`src/rtl/layer_desc_decoder_seq_if.sv`:
```
// Purpose: groups the descriptor input handshake, the abort strobe and the
//          decoded-result output handshake of layer_desc_decoder_seq.
// Modports:
//   master - descriptor producer / result consumer (controller side)
//   slave  - the decoder itself
// Signals:
//   flush_i                        synchronous abort
//   in_valid_i / in_ready_o        descriptor handshake
//   layer_type_i .. pass_i         descriptor fields
//   out_valid_o / out_ready_i      result handshake
//   layer_type_o .. err_code_o     decoded control parameters
interface layer_desc_decoder_seq_if #(
  parameter int DIM_W  = 8,
  parameter int CH_W   = 11,
  parameter int N_W    = 16,
  parameter int PASS_W = 140
);
  logic              flush_i;
  logic              in_valid_i;
  logic              in_ready_o;
  logic [1:0]        layer_type_i;
  logic [2:0]        k_i;
  logic [1:0]        stride_i;
  logic [DIM_W-1:0]  in_R_i;
  logic [DIM_W-1:0]  in_C_i;
  logic [CH_W-1:0]   in_D_i;
  logic [CH_W-1:0]   out_K_i;
  logic [1:0]        pad_T_i;
  logic [1:0]        pad_B_i;
  logic [1:0]        pad_L_i;
  logic [1:0]        pad_R_i;
  logic [PASS_W-1:0] pass_i;

  logic              out_valid_o;
  logic              out_ready_i;
  logic [1:0]        layer_type_o;
  logic [2:0]        kH_o;
  logic [2:0]        kW_o;
  logic [1:0]        stride_o;
  logic [CH_W-1:0]   in_D_o;
  logic [CH_W-1:0]   out_K_o;
  logic [DIM_W:0]    padded_R_o;
  logic [DIM_W:0]    padded_C_o;
  logic [DIM_W-1:0]  out_R_o;
  logic [DIM_W-1:0]  out_C_o;
  logic [7:0]        tile_D_o;
  logic [7:0]        tile_K_o;
  logic [7:0]        tile_D_f_o;
  logic [7:0]        tile_K_f_o;
  logic [N_W-1:0]    tile_n_o;
  logic [PASS_W-1:0] pass_o;
  logic              err_o;
  logic [1:0]        err_code_o;

  modport master (
    output flush_i, in_valid_i, layer_type_i, k_i, stride_i, in_R_i, in_C_i,
           in_D_i, out_K_i, pad_T_i, pad_B_i, pad_L_i, pad_R_i, pass_i,
           out_ready_i,
    input  in_ready_o, out_valid_o, layer_type_o, kH_o, kW_o, stride_o,
           in_D_o, out_K_o, padded_R_o, padded_C_o, out_R_o, out_C_o,
           tile_D_o, tile_K_o, tile_D_f_o, tile_K_f_o, tile_n_o, pass_o,
           err_o, err_code_o
  );

  modport slave (
    input  flush_i, in_valid_i, layer_type_i, k_i, stride_i, in_R_i, in_C_i,
           in_D_i, out_K_i, pad_T_i, pad_B_i, pad_L_i, pad_R_i, pass_i,
           out_ready_i,
    output in_ready_o, out_valid_o, layer_type_o, kH_o, kW_o, stride_o,
           in_D_o, out_K_o, padded_R_o, padded_C_o, out_R_o, out_C_o,
           tile_D_o, tile_K_o, tile_D_f_o, tile_K_f_o, tile_n_o, pass_o,
           err_o, err_code_o
  );
endinterface

```
`src/rtl/layer_desc_decoder_seq.sv`:
```
// Purpose: multi-cycle layer descriptor decoder. Captures one descriptor per
//          handshake, derives padded dims, floor-stride output dims and the
//          GLB-bounded tile count using one shared restoring divider, then
//          presents the decoded parameters under a valid/ready handshake.
// Ports:
//   clk   - clock
//   rst_n - asynchronous active-low reset
//   bus   - slave side of layer_desc_decoder_seq_if (descriptor in,
//           flush, decoded result out)
module layer_desc_decoder_seq #(
  parameter int GLB_BYTES  = 65536,
  parameter int BYTES_I    = 1,
  parameter int BYTES_W    = 1,
  parameter int BYTES_P    = 2,
  parameter int DIM_W      = 8,
  parameter int CH_W       = 11,
  parameter int TILE_PW    = 32,
  parameter int TILE_DW    = 10,
  parameter int TILE_STD   = 10,
  parameter int DIV_W      = 24,
  parameter int N_W        = 16,
  parameter int MAX_TILE_N = 255,
  parameter int PASS_W     = 140
) (
  input logic                     clk,
  input logic                     rst_n,
  layer_desc_decoder_seq_if.slave bus
);

  localparam int PD_W  = DIM_W + 1;
  localparam int CNT_W = $clog2(DIV_W + 1);

  localparam logic [1:0] T_PW  = 2'd0;
  localparam logic [1:0] T_DW  = 2'd1;
  localparam logic [1:0] T_STD = 2'd2;

  localparam logic [31:0]    DIV_MAX  = 32'((64'd1 << DIV_W) - 64'd1);
  localparam logic [DIV_W:0] DIM_MAX  = (DIV_W+1)'((1 << DIM_W) - 1);

  typedef enum logic [2:0] {
    S_IDLE, S_PREP, S_DIV_R, S_DIV_C, S_FOOT, S_DIV_N, S_DONE
  } state_t;

  state_t state, state_n;

  // Captured descriptor
  logic [1:0]        cap_type;
  logic [2:0]        cap_k;
  logic [1:0]        cap_stride;
  logic [DIM_W-1:0]  cap_in_r, cap_in_c;
  logic [CH_W-1:0]   cap_in_d, cap_out_k;
  logic [1:0]        cap_pad_t, cap_pad_b, cap_pad_l, cap_pad_r;
  logic [PASS_W-1:0] cap_pass;

  // Intermediate results
  logic [DIM_W-1:0]  work_out_r, work_out_c;

  // Shared divider
  logic [DIV_W:0]    div_rem;
  logic [DIV_W-1:0]  div_quo;
  logic [DIV_W-1:0]  div_dvsr;
  logic [CNT_W-1:0]  div_cnt;

  // Output registers
  logic [1:0]        r_type, r_stride, r_err_code;
  logic [2:0]        r_k;
  logic [CH_W-1:0]   r_in_d, r_out_k;
  logic [PD_W-1:0]   r_pad_r, r_pad_c;
  logic [DIM_W-1:0]  r_out_r, r_out_c;
  logic [7:0]        r_tile_d, r_tile_k, r_tile_d_f, r_tile_k_f;
  logic [N_W-1:0]    r_tile_n;
  logic [PASS_W-1:0] r_pass;
  logic              r_err;

  // Combinational decode of the captured descriptor
  logic [2:0]        k_eff;
  logic [7:0]        tile_d, tile_k, tile_d_f, tile_k_f;
  logic [PD_W-1:0]   padded_r, padded_c;
  logic [31:0]       w_bytes, row_bytes;
  logic [DIV_W-1:0]  row_dvsr;
  logic              prep_err;
  logic [1:0]        prep_code;
  logic              accept, load_err, load_ok;

  logic [DIV_W:0]    div_shift, div_rem_nxt, quo_plus1;
  logic [DIV_W-1:0]  div_quo_nxt;
  logic              div_ge, div_last;
  logic [DIM_W-1:0]  dim_from_quo;
  logic [N_W-1:0]    tile_n_calc;

  always_comb begin
    k_eff    = ((cap_type == T_DW) || (cap_type == T_STD)) ? cap_k : 3'd1;
    tile_d   = 8'(TILE_PW);
    tile_k   = 8'(TILE_PW);
    tile_d_f = 8'(TILE_PW);
    tile_k_f = 8'(TILE_PW);
    case (cap_type)
      T_DW: begin
        tile_d   = 8'(TILE_DW);
        tile_k   = 8'(TILE_DW);
        tile_d_f = 8'd1;
        tile_k_f = 8'(TILE_DW);
      end
      T_STD: begin
        tile_d   = 8'(TILE_STD);
        tile_k   = 8'(TILE_STD);
        tile_d_f = 8'(TILE_STD);
        tile_k_f = 8'(TILE_STD);
      end
      default: ;
    endcase

    padded_r = PD_W'(cap_in_r) + PD_W'(cap_pad_t) + PD_W'(cap_pad_b);
    padded_c = PD_W'(cap_in_c) + PD_W'(cap_pad_l) + PD_W'(cap_pad_r);

    w_bytes  = 32'(BYTES_W) * 32'(tile_k_f) * 32'(tile_d_f)
             * 32'(k_eff) * 32'(k_eff);
    row_bytes = 32'(BYTES_I) * 32'(tile_d) * 32'(padded_c)
              + 32'(BYTES_P) * 32'(tile_k) * 32'(work_out_c);
    // Saturating the divisor keeps an oversized row from wrapping into a
    // small divisor and producing a bogus large tile count.
    row_dvsr = (row_bytes > DIV_MAX) ? '1 : row_bytes[DIV_W-1:0];

    prep_err  = 1'b1;
    prep_code = 2'd0;
    if (cap_stride == 2'd0)
      prep_code = 2'd1;
    else if ((padded_r < PD_W'(k_eff)) || (padded_c < PD_W'(k_eff)))
      prep_code = 2'd2;
    else if (w_bytes >= 32'(GLB_BYTES))
      prep_code = 2'd3;
    else
      prep_err = 1'b0;
  end

  // One restoring step: shift in the next dividend bit, subtract if it fits.
  always_comb begin
    div_shift   = {div_rem[DIV_W-1:0], div_quo[DIV_W-1]};
    div_ge      = (div_shift >= {1'b0, div_dvsr});
    div_rem_nxt = div_ge ? (div_shift - {1'b0, div_dvsr}) : div_shift;
    div_quo_nxt = {div_quo[DIV_W-2:0], div_ge};
    div_last    = (div_cnt == CNT_W'(DIV_W - 1));

    quo_plus1    = {1'b0, div_quo_nxt} + 1'b1;
    dim_from_quo = (quo_plus1 > DIM_MAX) ? '1 : quo_plus1[DIM_W-1:0];
    tile_n_calc  = (div_quo_nxt > DIV_W'(MAX_TILE_N)) ? N_W'(MAX_TILE_N)
                                                       : N_W'(div_quo_nxt);
  end

  assign accept   = bus.in_valid_i && (state == S_IDLE) && !bus.flush_i;
  assign load_err = (state == S_PREP) && prep_err && !bus.flush_i;
  assign load_ok  = (state == S_DIV_N) && div_last && !bus.flush_i;

  always_ff @(posedge clk or negedge rst_n) begin
    if (!rst_n) state <= S_IDLE;
    else        state <= state_n;
  end

  always_comb begin
    state_n = state;
    case (state)
      S_IDLE:  if (bus.in_valid_i) state_n = S_PREP;
      S_PREP:  state_n = prep_err ? S_DONE : S_DIV_R;
      S_DIV_R: if (div_last) state_n = S_DIV_C;
      S_DIV_C: if (div_last) state_n = S_FOOT;
      S_FOOT:  state_n = S_DIV_N;
      S_DIV_N: if (div_last) state_n = S_DONE;
      S_DONE:  if (bus.out_ready_i) state_n = S_IDLE;
      default: state_n = S_IDLE;
    endcase
    if (bus.flush_i) state_n = S_IDLE;
  end

  always_ff @(posedge clk or negedge rst_n) begin
    if (!rst_n) begin
      cap_type   <= '0;  cap_k      <= '0;  cap_stride <= '0;
      cap_in_r   <= '0;  cap_in_c   <= '0;
      cap_in_d   <= '0;  cap_out_k  <= '0;
      cap_pad_t  <= '0;  cap_pad_b  <= '0;
      cap_pad_l  <= '0;  cap_pad_r  <= '0;
      cap_pass   <= '0;
      work_out_r <= '0;  work_out_c <= '0;
      div_rem    <= '0;  div_quo    <= '0;
      div_dvsr   <= '0;  div_cnt    <= '0;
    end else begin
      if (accept) begin
        cap_type   <= bus.layer_type_i;
        cap_k      <= bus.k_i;
        cap_stride <= bus.stride_i;
        cap_in_r   <= bus.in_R_i;
        cap_in_c   <= bus.in_C_i;
        cap_in_d   <= bus.in_D_i;
        cap_out_k  <= bus.out_K_i;
        cap_pad_t  <= bus.pad_T_i;
        cap_pad_b  <= bus.pad_B_i;
        cap_pad_l  <= bus.pad_L_i;
        cap_pad_r  <= bus.pad_R_i;
        cap_pass   <= bus.pass_i;
      end
      case (state)
        S_PREP: begin
          div_rem  <= '0;
          div_quo  <= DIV_W'(padded_r - PD_W'(k_eff));
          div_dvsr <= DIV_W'(cap_stride);
          div_cnt  <= '0;
        end
        S_DIV_R, S_DIV_C, S_DIV_N: begin
          div_rem <= div_rem_nxt;
          div_quo <= div_quo_nxt;
          div_cnt <= div_cnt + 1'b1;
          // The last step of the row divide immediately reloads for columns.
          if (div_last && (state == S_DIV_R)) begin
            work_out_r <= dim_from_quo;
            div_rem    <= '0;
            div_quo    <= DIV_W'(padded_c - PD_W'(k_eff));
            div_cnt    <= '0;
          end
          if (div_last && (state == S_DIV_C))
            work_out_c <= dim_from_quo;
        end
        S_FOOT: begin
          div_rem  <= '0;
          div_quo  <= DIV_W'(32'(GLB_BYTES) - w_bytes);
          div_dvsr <= row_dvsr;
          div_cnt  <= '0;
        end
        default: ;
      endcase
    end
  end

  // Result registers update only on the transition into DONE so the
  // consumer sees a coherent set that holds through IDLE.
  always_ff @(posedge clk or negedge rst_n) begin
    if (!rst_n) begin
      r_type     <= '0;  r_stride   <= '0;  r_k        <= '0;
      r_in_d     <= '0;  r_out_k    <= '0;
      r_pad_r    <= '0;  r_pad_c    <= '0;
      r_out_r    <= '0;  r_out_c    <= '0;
      r_tile_d   <= '0;  r_tile_k   <= '0;
      r_tile_d_f <= '0;  r_tile_k_f <= '0;
      r_tile_n   <= '0;  r_pass     <= '0;
      r_err      <= 1'b0; r_err_code <= '0;
    end else if (load_err || load_ok) begin
      r_type     <= cap_type;
      r_stride   <= cap_stride;
      r_k        <= k_eff;
      r_in_d     <= cap_in_d;
      r_out_k    <= cap_out_k;
      r_pad_r    <= padded_r;
      r_pad_c    <= padded_c;
      r_tile_d   <= tile_d;
      r_tile_k   <= tile_k;
      r_tile_d_f <= tile_d_f;
      r_tile_k_f <= tile_k_f;
      r_pass     <= cap_pass;
      if (load_err) begin
        r_out_r    <= '0;
        r_out_c    <= '0;
        r_tile_n   <= '0;
        r_err      <= 1'b1;
        r_err_code <= prep_code;
      end else begin
        r_out_r    <= work_out_r;
        r_out_c    <= work_out_c;
        r_tile_n   <= tile_n_calc;
        r_err      <= 1'b0;
        r_err_code <= 2'd0;
      end
    end
  end

  assign bus.in_ready_o   = (state == S_IDLE);
  assign bus.out_valid_o  = (state == S_DONE);
  assign bus.layer_type_o = r_type;
  assign bus.kH_o         = r_k;
  assign bus.kW_o         = r_k;
  assign bus.stride_o     = r_stride;
  assign bus.in_D_o       = r_in_d;
  assign bus.out_K_o      = r_out_k;
  assign bus.padded_R_o   = r_pad_r;
  assign bus.padded_C_o   = r_pad_c;
  assign bus.out_R_o      = r_out_r;
  assign bus.out_C_o      = r_out_c;
  assign bus.tile_D_o     = r_tile_d;
  assign bus.tile_K_o     = r_tile_k;
  assign bus.tile_D_f_o   = r_tile_d_f;
  assign bus.tile_K_f_o   = r_tile_k_f;
  assign bus.tile_n_o     = r_tile_n;
  assign bus.pass_o       = r_pass;
  assign bus.err_o        = r_err;
  assign bus.err_code_o   = r_err_code;

endmodule

```
`src/flat_wrapper.sv`:
```
// flat-port wrapper written by rule: the top's interface ports become plain ports
module layer_desc_decoder_seq_flat 
#(
  parameter int GLB_BYTES  = 65536,
  parameter int BYTES_I    = 1,
  parameter int BYTES_W    = 1,
  parameter int BYTES_P    = 2,
  parameter int DIM_W      = 8,
  parameter int CH_W       = 11,
  parameter int TILE_PW    = 32,
  parameter int TILE_DW    = 10,
  parameter int TILE_STD   = 10,
  parameter int DIV_W      = 24,
  parameter int N_W        = 16,
  parameter int MAX_TILE_N = 255,
  parameter int PASS_W     = 140
)
  (clk, rst_n, bus_flush_i, bus_in_valid_i, bus_layer_type_i, bus_k_i, bus_stride_i, bus_in_R_i, bus_in_C_i, bus_in_D_i, bus_out_K_i, bus_pad_T_i, bus_pad_B_i, bus_pad_L_i, bus_pad_R_i, bus_pass_i, bus_out_ready_i, bus_in_ready_o, bus_out_valid_o, bus_layer_type_o, bus_kH_o, bus_kW_o, bus_stride_o, bus_in_D_o, bus_out_K_o, bus_padded_R_o, bus_padded_C_o, bus_out_R_o, bus_out_C_o, bus_tile_D_o, bus_tile_K_o, bus_tile_D_f_o, bus_tile_K_f_o, bus_tile_n_o, bus_pass_o, bus_err_o, bus_err_code_o);
  layer_desc_decoder_seq_if #(.DIM_W(DIM_W), .CH_W(CH_W), .N_W(N_W), .PASS_W(PASS_W)) bus_i ();
  input logic clk;
  input logic rst_n;
  input wire logic [$bits(bus_i.flush_i)-1:0] bus_flush_i;
  input wire logic [$bits(bus_i.in_valid_i)-1:0] bus_in_valid_i;
  input wire logic [$bits(bus_i.layer_type_i)-1:0] bus_layer_type_i;
  input wire logic [$bits(bus_i.k_i)-1:0] bus_k_i;
  input wire logic [$bits(bus_i.stride_i)-1:0] bus_stride_i;
  input wire logic [$bits(bus_i.in_R_i)-1:0] bus_in_R_i;
  input wire logic [$bits(bus_i.in_C_i)-1:0] bus_in_C_i;
  input wire logic [$bits(bus_i.in_D_i)-1:0] bus_in_D_i;
  input wire logic [$bits(bus_i.out_K_i)-1:0] bus_out_K_i;
  input wire logic [$bits(bus_i.pad_T_i)-1:0] bus_pad_T_i;
  input wire logic [$bits(bus_i.pad_B_i)-1:0] bus_pad_B_i;
  input wire logic [$bits(bus_i.pad_L_i)-1:0] bus_pad_L_i;
  input wire logic [$bits(bus_i.pad_R_i)-1:0] bus_pad_R_i;
  input wire logic [$bits(bus_i.pass_i)-1:0] bus_pass_i;
  input wire logic [$bits(bus_i.out_ready_i)-1:0] bus_out_ready_i;
  output wire logic [$bits(bus_i.in_ready_o)-1:0] bus_in_ready_o;
  output wire logic [$bits(bus_i.out_valid_o)-1:0] bus_out_valid_o;
  output wire logic [$bits(bus_i.layer_type_o)-1:0] bus_layer_type_o;
  output wire logic [$bits(bus_i.kH_o)-1:0] bus_kH_o;
  output wire logic [$bits(bus_i.kW_o)-1:0] bus_kW_o;
  output wire logic [$bits(bus_i.stride_o)-1:0] bus_stride_o;
  output wire logic [$bits(bus_i.in_D_o)-1:0] bus_in_D_o;
  output wire logic [$bits(bus_i.out_K_o)-1:0] bus_out_K_o;
  output wire logic [$bits(bus_i.padded_R_o)-1:0] bus_padded_R_o;
  output wire logic [$bits(bus_i.padded_C_o)-1:0] bus_padded_C_o;
  output wire logic [$bits(bus_i.out_R_o)-1:0] bus_out_R_o;
  output wire logic [$bits(bus_i.out_C_o)-1:0] bus_out_C_o;
  output wire logic [$bits(bus_i.tile_D_o)-1:0] bus_tile_D_o;
  output wire logic [$bits(bus_i.tile_K_o)-1:0] bus_tile_K_o;
  output wire logic [$bits(bus_i.tile_D_f_o)-1:0] bus_tile_D_f_o;
  output wire logic [$bits(bus_i.tile_K_f_o)-1:0] bus_tile_K_f_o;
  output wire logic [$bits(bus_i.tile_n_o)-1:0] bus_tile_n_o;
  output wire logic [$bits(bus_i.pass_o)-1:0] bus_pass_o;
  output wire logic [$bits(bus_i.err_o)-1:0] bus_err_o;
  output wire logic [$bits(bus_i.err_code_o)-1:0] bus_err_code_o;
  assign bus_i.flush_i = bus_flush_i;
  assign bus_i.in_valid_i = bus_in_valid_i;
  assign bus_i.layer_type_i = bus_layer_type_i;
  assign bus_i.k_i = bus_k_i;
  assign bus_i.stride_i = bus_stride_i;
  assign bus_i.in_R_i = bus_in_R_i;
  assign bus_i.in_C_i = bus_in_C_i;
  assign bus_i.in_D_i = bus_in_D_i;
  assign bus_i.out_K_i = bus_out_K_i;
  assign bus_i.pad_T_i = bus_pad_T_i;
  assign bus_i.pad_B_i = bus_pad_B_i;
  assign bus_i.pad_L_i = bus_pad_L_i;
  assign bus_i.pad_R_i = bus_pad_R_i;
  assign bus_i.pass_i = bus_pass_i;
  assign bus_i.out_ready_i = bus_out_ready_i;
  assign bus_in_ready_o = bus_i.in_ready_o;
  assign bus_out_valid_o = bus_i.out_valid_o;
  assign bus_layer_type_o = bus_i.layer_type_o;
  assign bus_kH_o = bus_i.kH_o;
  assign bus_kW_o = bus_i.kW_o;
  assign bus_stride_o = bus_i.stride_o;
  assign bus_in_D_o = bus_i.in_D_o;
  assign bus_out_K_o = bus_i.out_K_o;
  assign bus_padded_R_o = bus_i.padded_R_o;
  assign bus_padded_C_o = bus_i.padded_C_o;
  assign bus_out_R_o = bus_i.out_R_o;
  assign bus_out_C_o = bus_i.out_C_o;
  assign bus_tile_D_o = bus_i.tile_D_o;
  assign bus_tile_K_o = bus_i.tile_K_o;
  assign bus_tile_D_f_o = bus_i.tile_D_f_o;
  assign bus_tile_K_f_o = bus_i.tile_K_f_o;
  assign bus_tile_n_o = bus_i.tile_n_o;
  assign bus_pass_o = bus_i.pass_o;
  assign bus_err_o = bus_i.err_o;
  assign bus_err_code_o = bus_i.err_code_o;
  layer_desc_decoder_seq #(.GLB_BYTES(GLB_BYTES), .BYTES_I(BYTES_I), .BYTES_W(BYTES_W), .BYTES_P(BYTES_P), .DIM_W(DIM_W), .CH_W(CH_W), .TILE_PW(TILE_PW), .TILE_DW(TILE_DW), .TILE_STD(TILE_STD), .DIV_W(DIV_W), .N_W(N_W), .MAX_TILE_N(MAX_TILE_N), .PASS_W(PASS_W)) u_core (.clk(clk), .rst_n(rst_n), .bus(bus_i));
endmodule
```
`config.mk`:
```
export PLATFORM = sky130hd
export DESIGN_NAME = layer_desc_decoder_seq_flat
export DESIGN_NICKNAME = d
export VERILOG_FILES = /design/src/rtl/layer_desc_decoder_seq_if.sv /design/src/rtl/layer_desc_decoder_seq.sv /design/src/flat_wrapper.sv
export SDC_FILE = /design/constraint.sdc
export NUM_CORES = 1
export LEC_CHECK = 0
export CORE_AREA = 2 2 312 252
export CTS_CLUSTER_SIZE = 8
export DETAILED_ROUTE_END_ITERATION = 10
export DIE_AREA = 0 0 314 254
export PLACE_DENSITY = 0.53
export SYNTH_ARGS = -nofsm -noshare
export SYNTH_HDL_FRONTEND = slang
export SYNTH_SLANG_ARGS = --single-unit
```
`constraint.sdc`:
```
create_clock -name clk -period 6.8 [get_ports clk]
set_input_delay 0.68 -clock clk [delete_from_list [all_inputs] [get_ports clk]]
set_output_delay 0.68 -clock clk [all_outputs]
set_load 0.005 [all_outputs]
```
==> summary.md <==
| Metric | Value |
|---|---|
| Post-cts hold buffer count | `0` |
| Register area share after synthesis | `47.66%` |
| Flop pwr share | `25.5%` |
| Net switching power | `8.692 mW` |
| Syn Area/Cell | `11.32 sq um` |
| Number of buffer cells added on primary ports | `437` |
| Fin nets | `3149` |
| Power Internal | `11.91 mW` |
| H-tree depth | `3` |
| Sw frac | `42.20%` |
| Max_cap viols | `0` |
| Skew final | `0.04921 ns` |
| Min Tclk post-route | `6.483 ns` |
| Initial antenna violation count | `12` |
| Gr ovfl total | `0` |
| Crit Path Max Fanout | `5` |
| First-pass GRT wire length | `123800 microns` |
| Count leader, synth | `dfrtp_1` |
| TritonCTS Sinks | `507` |
| Highest Clock Rate | `154.3 MHz` |
| Unique masters post-synth | `87` |
| Critical-path top delay cell | `fa_1` |
| Final core utilization | `44.49%` |
| Die height | `254 microns` |
| Critical Path Start Type | `flip-flop` |
| CP bufs+invs | `4` |
| Crit-path leading delay family | `simple AND/OR/NAND/NOR gates` |
| Clk network pwr share | `16.6%` |
| Final period util | `95.34%` |
| CTS Buf Count | `74` |
| Root buffer cell | `clkbuf_16` |
| Final Max Slew Viols | `0` |
| Layout cell share with drive strength beyond 1 | `15.66%` |
| DRC Markers | `0` |
| Mapped cell area | `26620 sq um` |
| Synth top area cells | `dfrtp_1, mux2_2, ha_1` |
| Skew-Pair Late Insertion Delay | `0.64 ns` |
| Crit end category | `flip-flop` |
| WP data arrival | `6.98 ns` |
| Area leader, netlist | `dfrtp_1` |
| # IOs | `457` |
| Status | `completed` |
| Asr flop ratio synth | `100.0%` |
| Cell count after synthesis | `2352` |
| Routed Antenna Nets | `0` |
| Slew headroom | `13.30%` |
| Final RePlAce weighted congestion | `0.8574` |
| Iteration count of the initial detailed-routing pass | `5` |
| Clock-pin slew on the worst setup and hold paths | `0.05 ns` |
| Yosys warning count | `0` |
| CTS tree | `built` |
| Synth Flop Type | `dfrtp_1` |
| Initial DRC count | `1295` |
| TNS Setup | `0 ns` |
| Total wire length | `81080 microns` |
| Die width | `314 microns` |
| Largest vdd supply drop | `489.0 uV` |
| # setup viols final | `0` |
| HPWL Detailed | `59860 microns` |
| Routed WL per cell | `21.17 microns` |
| Worst Tran Pin Value | `1.295 ns` |
| Critical path class | `reg -> reg` |
| GRT Total Usage | `20.25%` |
| # rows | `91` |
| Leakage | `15.02 nW` |
| Share of the synthesized area in the top cell type | `47.66%` |
| Max stage delay on crit path | `0.48 ns` |
| Die ar. | `79760 sq um` |
| Crit path required time | `7.30 ns` |
| Largest net degree at the start of global routing | `174` |
| Power Dens Cells | `604.2 nW/um^2` |
| Unrepaired setup endpoints after global routing | `false` |
| Via density | `5.051` |
| Most frequent cells after synthesis | `dfrtp_1, mux2_2, nand2_1, nor2_1` |
| Routed vias | `19350` |
| Vias in the first global route | `19960` |
| Combinational power share | `58.0%` |
| Hold/Removal Path Class | `in -> async` |
| Post-synth EDFFs | `0` |
| Final hold vios | `0` |
| Worst path most repeated cell | `inv_1` |
| Clock Path Buffers | `3` |
| Initial Util | `34.74%` |
| Core area | `76630 sq um` |
| Area delta synth->final | `28.07%` |
| Seq cells post-synth | `507` |
layout by cell type (no fill, tap or decap), drive strengths merged, types with 8 or more instances in the layout:
master and instances:
mux2i 10, mux2 378, dfrtp 507, clkbuf 78, a41oi 16, a211oi 11, clkdlybuf4s50 436, xor2 39
inv 125, or3 9, nand3 30, fa 35, nor2 143, o21ai 94, and3 14, o21a 15
a21o 20, ha 123, nor4 10, a21oi 96, a21boi 8, o31ai 8, nand4 14, nand2 170
nor2b 23, or2 15, xnor2 63, conb 41, nand2b 23, a22o 10, o22ai 14, nor3 46
buf 33, o211ai 15, and2 25
sequential cells by signal, indices dropped and copies added (netlist names), 9 cells and up:
name and flops:
u_core.bus.padded_R_o 9, u_core.cap_pass 140, u_core.div_quo 24, u_core.div_rem 24
u_core.bus.in_D_o 11, u_core.bus.padded_C_o 9, u_core.cap_out_k 11, u_core.cap_in_d 11
u_core.bus.out_K_o 11, u_core.bus.pass_o 140, u_core.div_dvsr 16, u_core.bus.tile_n_o 16
metrics by stage:
step	hold WS [ns]	power, mW	area, sq um	worst slack, ns	cells
finish	0.03054	20.60	34090	0.3171	3830
global placement	0.4618	16.88	31960	0.4600	3740
CTS	0.05686	20.67	34070	0.2892	3827
floorplan	0.3844	12.98	26770	0.7509	2391
detailed placement	0.4696	17.06	31960	0.3695	3740
global route	0.07209	22.29	34090	0.01390	3830
layout make-up:
class / instances / area [sq um]
diodes: 3 / 7.507
inverters: 124 / 465.4
clock buffers: 78 / 1887
well taps: 1023 / 1280
clock inverters: 9 / 224.0
fillers: 7174 / 42530
repair buffers: 469 / 4695
multi-input cells: 1617 / 12850
flip-flops and latches: 507 / 12690
timing repair:
action	CTS	global route
buffers inserted	0	0
gates resized for setup	0	4
setup endpoints to repair	0	3
worst reg2reg max path, delay by kind of cell (launching register included):
kind	cells	cell delay, ns
compound gates	5	0.80
fa+ha+maj	6	2.18
flops	1	0.41
buf+inv	4	0.26
simple gates	13	2.69
kinds of logic after synthesis:
| kind of cell | synth area share (%) |
|---|---|
| simple gates | 9.800 |
| flops | 47.66 |
| mux | 16.59 |
| compound gates | 9.382 |
| buf+inv | 4.714 |
| fa+ha+maj | 8.413 |
| xor+xnor | 3.412 |
| other cells | 0.02821 |
power groups by stage:
stage / Clock (mW) / Sequential, mW / Combinational (mW)
after floorplan: 0 / 5.00 / 7.98
after global placement: 0 / 5.20 / 11.7
after detailed placement: 0 / 5.26 / 11.8
after CTS: 3.52 / 5.24 / 11.9
after global routing: 3.64 / 5.42 / 13.2
final: 3.42 / 5.24 / 11.9
layer usage:
metal	vias up	GRT usage [%]	part of all wire, %
met5	-	0	0.092
met3	129	6.977	8.0
met4	14	6.288	2.9
met2	521	30.71	45
met1	9650	27.14	44
li1	9031	-	-
final timing paths:
| path | slack (ns) | to | start | depth (start not counted) |
|---|---|---|---|---|
| setup / recovery | 0.32 | u_core.div_quo[13] | u_core.cap_type[0] | 28 |
| setup reg to reg | 0.32 | u_core.div_quo[13] | u_core.cap_type[0] | 28 |
| hold / removal | 0.03 | u_core.div_quo[15] | rst_n | 1 |
| max in group asynchronous | 5.25 | u_core.bus.pass_o[79] | rst_n | 2 |
| min in group clk | 0.47 | u_core.bus.pass_o[89] | u_core.cap_pass[89] | 1 |
| hold reg to reg | 0.47 | u_core.bus.pass_o[89] | u_core.cap_pass[89] | 1 |
Note: power is estimated with default switching activity, not from simulation.
